File: config.mk
export PLATFORM = sky130hd
export DESIGN_NAME = datapath_alu
export DESIGN_NICKNAME = d
export VERILOG_FILES = /design/src/rtl/alu_pkg.sv /design/src/rtl/seq_muldiv_unit.sv /design/src/rtl/datapath_alu.sv
export SDC_FILE = /design/constraint.sdc
export NUM_CORES = 1
export LEC_CHECK = 0
export CORE_MARGIN = 1
export CORE_UTILIZATION = 64
export DETAILED_ROUTE_END_ITERATION = 8
export GPL_TIMING_DRIVEN = 1
export PLACE_DENSITY = 0.87
export SYNTH_ARGS = -nofsm -noshare
export SYNTH_HDL_FRONTEND = slang
export SYNTH_SLANG_ARGS = --single-unit
File: constraint.sdc
create_clock -name clk -period 7.7 [get_ports clk]
set_input_delay 1.155 -clock clk [delete_from_list [all_inputs] [get_ports clk]]
set_output_delay 1.155 -clock clk [all_outputs]
set_load 0.01 [all_outputs]
File: src/rtl/alu_pkg.sv
// rtl/alu_pkg.sv - shared types and constants for the datapath ALU execute stage
package alu_pkg;

    localparam int OPW   = 8;
    localparam int ITERS = 8;

    typedef enum logic [3:0] {
        OP_ADD = 4'd0,
        OP_SUB = 4'd1,
        OP_MUL = 4'd2,
        OP_DIV = 4'd3
    } opcode_e;

    typedef enum logic [1:0] {
        IDLE,
        EXEC,
        DONE
    } alu_state_e;

endpackage

File: src/rtl/seq_muldiv_unit.sv
// rtl/seq_muldiv_unit.sv - iterative unsigned shift-add multiplier / restoring divider
//
// Ports:
//   clk, rst_n          clock, asynchronous active-low reset
//   start               load operands and begin ITERS iterations
//   is_div              1 = restoring divide a/b, 0 = multiply a*b
//   a, b                operands, sampled on start
//   last                high during the final iteration cycle
//   product             accumulator value after this cycle's iteration
//   quotient, remainder low/high halves of the same post-iteration value
//
// The outputs are the combinational result of the current iteration, so the
// owner can register the finished value on the same edge that takes the last
// step, without an extra cycle.
module seq_muldiv_unit #(
    parameter int OPW   = alu_pkg::OPW,
    parameter int ITERS = alu_pkg::ITERS
) (
    input  logic               clk,
    input  logic               rst_n,
    input  logic               start,
    input  logic               is_div,
    input  logic [OPW-1:0]     a,
    input  logic [OPW-1:0]     b,
    output logic               last,
    output logic [2*OPW-1:0]   product,
    output logic [OPW-1:0]     quotient,
    output logic [OPW-1:0]     remainder
);
    import alu_pkg::*;

    localparam int CNT_W = $clog2(ITERS);

    // acc_q holds {partial/remainder, multiplier/dividend-quotient}
    logic [2*OPW-1:0] acc_q;
    logic [OPW-1:0]   opnd_q;
    logic             div_q;
    logic [CNT_W-1:0] cnt_q;
    logic             active_q;

    logic [OPW-1:0]   hi;
    logic [OPW-1:0]   lo;
    logic [OPW:0]     mul_sum;
    logic [OPW:0]     div_shift;
    logic [OPW:0]     div_diff;
    logic [2*OPW-1:0] mul_next;
    logic [2*OPW-1:0] div_next;
    logic [2*OPW-1:0] step_next;

    always_comb begin
        hi = acc_q[2*OPW-1:OPW];
        lo = acc_q[OPW-1:0];

        // Multiply: add the multiplicand when the current multiplier LSB is
        // set, then shift the whole {carry, partial, multiplier} right by one.
        mul_sum  = {1'b0, hi} + (lo[0] ? {1'b0, opnd_q} : '0);
        mul_next = {mul_sum, lo[OPW-1:1]};

        // Divide: bring the next dividend bit into the partial remainder and
        // trial-subtract; bit OPW of the difference set means it went negative.
        div_shift = {hi, lo[OPW-1]};
        div_diff  = div_shift - {1'b0, opnd_q};
        if (div_diff[OPW]) begin
            div_next = {div_shift[OPW-1:0], lo[OPW-2:0], 1'b0};
        end else begin
            div_next = {div_diff[OPW-1:0], lo[OPW-2:0], 1'b1};
        end

        step_next = div_q ? div_next : mul_next;
    end

    assign last      = active_q && (cnt_q == '0);
    assign product   = step_next;
    assign quotient  = step_next[OPW-1:0];
    assign remainder = step_next[2*OPW-1:OPW];

    always_ff @(posedge clk or negedge rst_n) begin
        if (!rst_n) begin
            acc_q    <= '0;
            opnd_q   <= '0;
            div_q    <= 1'b0;
            cnt_q    <= '0;
            active_q <= 1'b0;
        end else if (start) begin
            acc_q    <= is_div ? {{OPW{1'b0}}, a} : {{OPW{1'b0}}, b};
            opnd_q   <= is_div ? b : a;
            div_q    <= is_div;
            cnt_q    <= CNT_W'(ITERS - 1);
            active_q <= 1'b1;
        end else if (active_q) begin
            acc_q <= step_next;
            cnt_q <= cnt_q - 1'b1;
            if (cnt_q == '0) begin
                active_q <= 1'b0;
            end
        end
    end

endmodule

File: src/rtl/datapath_alu.sv
// rtl/datapath_alu.sv - multi-cycle execute stage: ADD/SUB single cycle, MUL/DIV iterative
//
// Ports:
//   clk          rising-edge clock
//   reset        asynchronous active-low; 0 clears all state
//   enable       request, sampled only in IDLE
//   opcode       0=ADD 1=SUB 2=MUL 3=DIV, others illegal
//   a, b         operands, latched at start
//   done         one-cycle completion pulse
//   busy         high from the cycle after start through the done cycle
//   result       held from done until the next done
//   div_by_zero  set with done for DIV by zero
//   illegal_op   set with done for opcodes 4..15
module datapath_alu #(
    parameter int WIDTH = 16,
    parameter int OPW   = alu_pkg::OPW,
    parameter int ITERS = alu_pkg::ITERS
) (
    input  logic             clk,
    input  logic             reset,
    input  logic             enable,
    input  logic [3:0]       opcode,
    input  logic [OPW-1:0]   a,
    input  logic [OPW-1:0]   b,
    output logic             done,
    output logic             busy,
    output logic [WIDTH-1:0] result,
    output logic             div_by_zero,
    output logic             illegal_op
);
    import alu_pkg::*;

    alu_state_e       state_q;
    alu_state_e       state_d;
    logic [3:0]       op_q;
    logic [OPW-1:0]   a_q;
    logic [OPW-1:0]   b_q;

    logic             start;
    logic             md_start;
    logic             md_is_div;
    logic             md_last;
    logic [2*OPW-1:0] md_product;
    logic [OPW-1:0]   md_quotient;
    logic [OPW-1:0]   md_remainder;
    logic             is_iter;
    logic             finish;

    logic [WIDTH-1:0] res_d;
    logic             dbz_d;
    logic             ill_d;

    assign start     = (state_q == IDLE) && enable;
    assign md_is_div = (opcode == OP_DIV);
    // Division by zero is resolved at start, so the iterative unit never runs for it.
    assign md_start  = start && ((opcode == OP_MUL) || ((opcode == OP_DIV) && (b != '0)));
    assign is_iter   = (op_q == OP_MUL) || ((op_q == OP_DIV) && (b_q != '0));
    assign finish    = (state_q == EXEC) && (state_d == DONE);

    seq_muldiv_unit #(
        .OPW   (OPW),
        .ITERS (ITERS)
    ) u_muldiv (
        .clk       (clk),
        .rst_n     (reset),
        .start     (md_start),
        .is_div    (md_is_div),
        .a         (a),
        .b         (b),
        .last      (md_last),
        .product   (md_product),
        .quotient  (md_quotient),
        .remainder (md_remainder)
    );

    always_comb begin
        state_d = state_q;
        case (state_q)
            IDLE: begin
                if (enable) begin
                    state_d = EXEC;
                end
            end
            EXEC: begin
                if (!is_iter || md_last) begin
                    state_d = DONE;
                end
            end
            DONE: begin
                state_d = IDLE;
            end
            default: begin
                state_d = IDLE;
            end
        endcase
    end

    always_comb begin
        res_d = '0;
        dbz_d = 1'b0;
        ill_d = 1'b0;
        case (op_q)
            OP_ADD: res_d = WIDTH'(a_q) + WIDTH'(b_q);
            OP_SUB: res_d = WIDTH'(a_q) - WIDTH'(b_q);
            OP_MUL: res_d = WIDTH'(md_product);
            OP_DIV: begin
                if (b_q == '0) begin
                    res_d = WIDTH'({a_q, {OPW{1'b1}}});
                    dbz_d = 1'b1;
                end else begin
                    res_d = WIDTH'({md_remainder, md_quotient});
                end
            end
            default: ill_d = 1'b1;
        endcase
    end

    always_ff @(posedge clk or negedge reset) begin
        if (!reset) begin
            state_q     <= IDLE;
            op_q        <= '0;
            a_q         <= '0;
            b_q         <= '0;
            result      <= '0;
            div_by_zero <= 1'b0;
            illegal_op  <= 1'b0;
        end else begin
            state_q <= state_d;
            if (start) begin
                op_q        <= opcode;
                a_q         <= a;
                b_q         <= b;
                div_by_zero <= 1'b0;
                illegal_op  <= 1'b0;
            end
            if (finish) begin
                result      <= res_d;
                div_by_zero <= dbz_d;
                illegal_op  <= ill_d;
            end
        end
    end

    assign done = (state_q == DONE);
    assign busy = (state_q == EXEC) || (state_q == DONE);

endmodule
==> out/metrics.cfg <==
[cells_and_area]
seq_area_um2=1730
multiInputGateArea_um2=3110
synthToLayoutAreaGrowth_pct=14.1
fin_nets=653
n_antenna_cell=0
nFillCells=583
final_area_um2=5770
drive_above_1_share_pct=10.4

[detailed_routing]
ant_nets=0
finalWirelength_um=12700
drtPass1Iterations=5
routedWlPerCell_um=18.2
via_count=4455
drc=0
drtIter0Drc=437
vias_per_cell=6.40

[clocking]
clock-sinks=69
numCtsBuffers=9
path_clk_slew_ns=0.08
post_cts_buffers=0
cts.path.max_buffers=2
htreeDepth=3
cts_tree=built
cts_resized=0
clkLatencyLatePin_ns=0.36
ctsHoldBuffers=0
cts_root_buf=clkbuf_8

[synth]
yosys.area_share.simple_pct=15.9
synth_area_leaders=dfrtp_1 (34%), ha_1 (9.2%), mux2i_1 (6.1%)
async_reset_ff_share_pct=100
synth-seq-cells=69
synth.cell_area_um2=5050
synth_top_family_by_area=compound AO/OA/AOI/OAI gates
synth_edf_count=0
synth_top_area_share_pct=34.2
synthMuxAreaShare_pct=11.9
syn_nets=620
yosysWarnings=0
syn_inst=556
yosysTopAreaCell=dfrtp_1
synth.distinct_cells=67
synth_fa_ha_area_share_pct=10.7
synth_xor_area_share_pct=1.73
avgSynthCellArea_um2=9.09
synth_compound_area_share_pct=20.7
ys.flop_type=dfrtp_1
yosysSeqAreaShare_pct=34.2

[floorplanning]
die_y_um=90.9
die_area_um2=8260
start_util_pct=65.8
core_area_um2=7690
rows=32
ios=43
dieWidth_um=90.9

[sta]
maxSlewViolCount=0
max_freq_mhz=318
max-slew-margin-rel_pct=35.2
setup_viol=0
rsz0062_at_grt=false
tns_ns=0
hold_viol=0
worst_slew_pin_slew_ns=0.972
period_minus_slack_ns=3.15
min_period_over_period_pct=40.9
fin_skew_ns=0.0120

[power_and_ir_drop]
power_density_nw_per_um2=512
p_total_mw=2.96
ir_drop_mv=0.277
p_leak_nw=2.53

[status]
status=completed

[critical_path]
worstPathMaxFanout=49
worst_path_largest_cell_delay_ns=0.52
start_kind=input port
endpoint_kind=flip-flop
path_class=input port to flip-flop
crit_start=b[2]
critPathBufInv=2
arrival_ns=3.39
critPathSlowestCell=or4_1
r2r-start=u_muldiv.active_q
cp_data_required_time_ns=7.95
path_cells=clkdlybuf4s50_1, or4_1, nor3_1, a311oi_4, buf_4, nand2b_1, o32ai_1
crit_family=simple AND/OR/NAND/NOR gates

[grt]
track_usage_pct=32.1
grt_max_degree=70
grt-ovfl-total=0
grt_pass1_vias=4102
grt_pass1_wl_um=20600
antenna_found_initial=0

[hold_path]
hp-class=flip-flop to flip-flop
holdCritStartpoint=result[4]

[place]
hpwl_um=9740
dpl-instance-area_um2=5550
gp_congestion=0.925
port_buffers=42

[run]
drv_cap=0

cell usage in the layout, fill, tap and decap left out, drive strengths merged, types with 9 or more instances in the layout:
cell type,synthesis,layout
o31ai,13,13
nand2b,13,13
mux2i,31,31
o21ai,26,26
ha,37,37
a21oi,51,51
nor3,9,9
nand3,12,12
dfrtp,69,69
mux2,26,26
clkdlybuf4s50,0,41
nand2,33,33
nor2,53,53
inv,38,38
clkbuf,17,10
metrics by stage:
stage	setup WS [ns]	utilization (%)	std cells	hold slack [ns]
global placement	4.29	72.2	680	0.468
finish	4.55	75.0	696	0.479
floorplan	5.10	-	556	0.488
global route	4.39	75.0	696	0.538
CTS	4.56	75.0	696	0.484
detailed placement	4.19	72.2	680	0.466
worst register-to-register path: stages, from the launching register on:
cell,delay (ns)
dfrtp_1,0.98
nand3b_1,0.27
and3_1,0.26
a22oi_1,0.18
o2111ai_2,0.33
buf_4,0.33
or2_1,0.34
o31ai_1,0.26
sequential cells by signal (all words and copies together), names as in the netlist:
name               count
b_q                    8
u_muldiv.acc_q        16
u_muldiv.active_q      1
state_q                2
op_q                   4
u_muldiv.cnt_q         3
result                16
a_q                    8
u_muldiv.div_q         1
div_by_zero            1
u_muldiv.opnd_q        8
illegal_op             1
area by class of cell:
class | instances | share of cell area [%]
clock buffers | 10 | 2.21
clock inverters | 6 | 1.52
inverters | 38 | 2.47
multi-input cells | 425 | 53.9
flip-flops and latches | 69 | 29.9
well taps | 102 | 2.21
repair buffers | 46 | 7.72
layer usage:
| metal | global-route usage [%] | part of all wire [%] | wire length [um] | vias to the layer above |
|---|---|---|---|---|
| met5 | 0 | 0 | 0 | - |
| met4 | 11.0 | 2.3 | 289 | 0 |
| met3 | 4.97 | 9.0 | 1140 | 26 |
| met2 | 49.5 | 45 | 5740 | 222 |
| met1 | 46.2 | 43 | 5490 | 2126 |
| li1 | - | - | - | 2081 |
cells in the mapped netlist (4+ instances only):
library cell	count
a211oi_1	4
a21o_1	5
a21oi_1	51
a31oi_1	6
and2_1	7
clkbuf_1	17
dfrtp_1	69
fa_1	4
ha_1	37
inv_1	38
mux2_2	26
mux2i_1	31
nand2_1	33
nand2b_1	13
nand3_1	12
nor2_1	51
nor2b_1	7
nor3_1	8
nor4_1	4
o211ai_1	5
o21a_1	6
o21ai_0	19
o21ai_1	7
o221ai_1	4
o2bb2ai_1	5
o31ai_1	13
or4_1	5
xnor2_1	4
xor2_1	6
worst paths after layout:
check / cells past startpoint / slack [ns] / endpoint
max: 7 / 4.55 / u_muldiv.acc_q[12]
min: 2 / 0.48 / result[4]
max reg2reg: 7 / 4.65 / result[14]
min reg2reg: 2 / 0.48 / result[4]
max in group asynchronous: 2 / 6.17 / b_q[5]
min in group asynchronous: 2 / 0.98 / u_muldiv.cnt_q[0]
report_power, final:
part	leakage, nW	internal, mW	switching, mW
clock network	0.110	0.182	0.142
logic	1.59	0.822	1.04
registers	0.832	0.525	0.248
total	2.53	1.53	1.43
logic make-up after synthesis:
kind of cell	count (synthesis)
buffers and inverters	62
xor gates and xnor gates	10
muxes	57
AOI/OAI and AO/OA	155
adders and majority gates	41
DFF	69
and+or+nand+nor	162
Note: power is estimated with default switching activity, not from simulation.
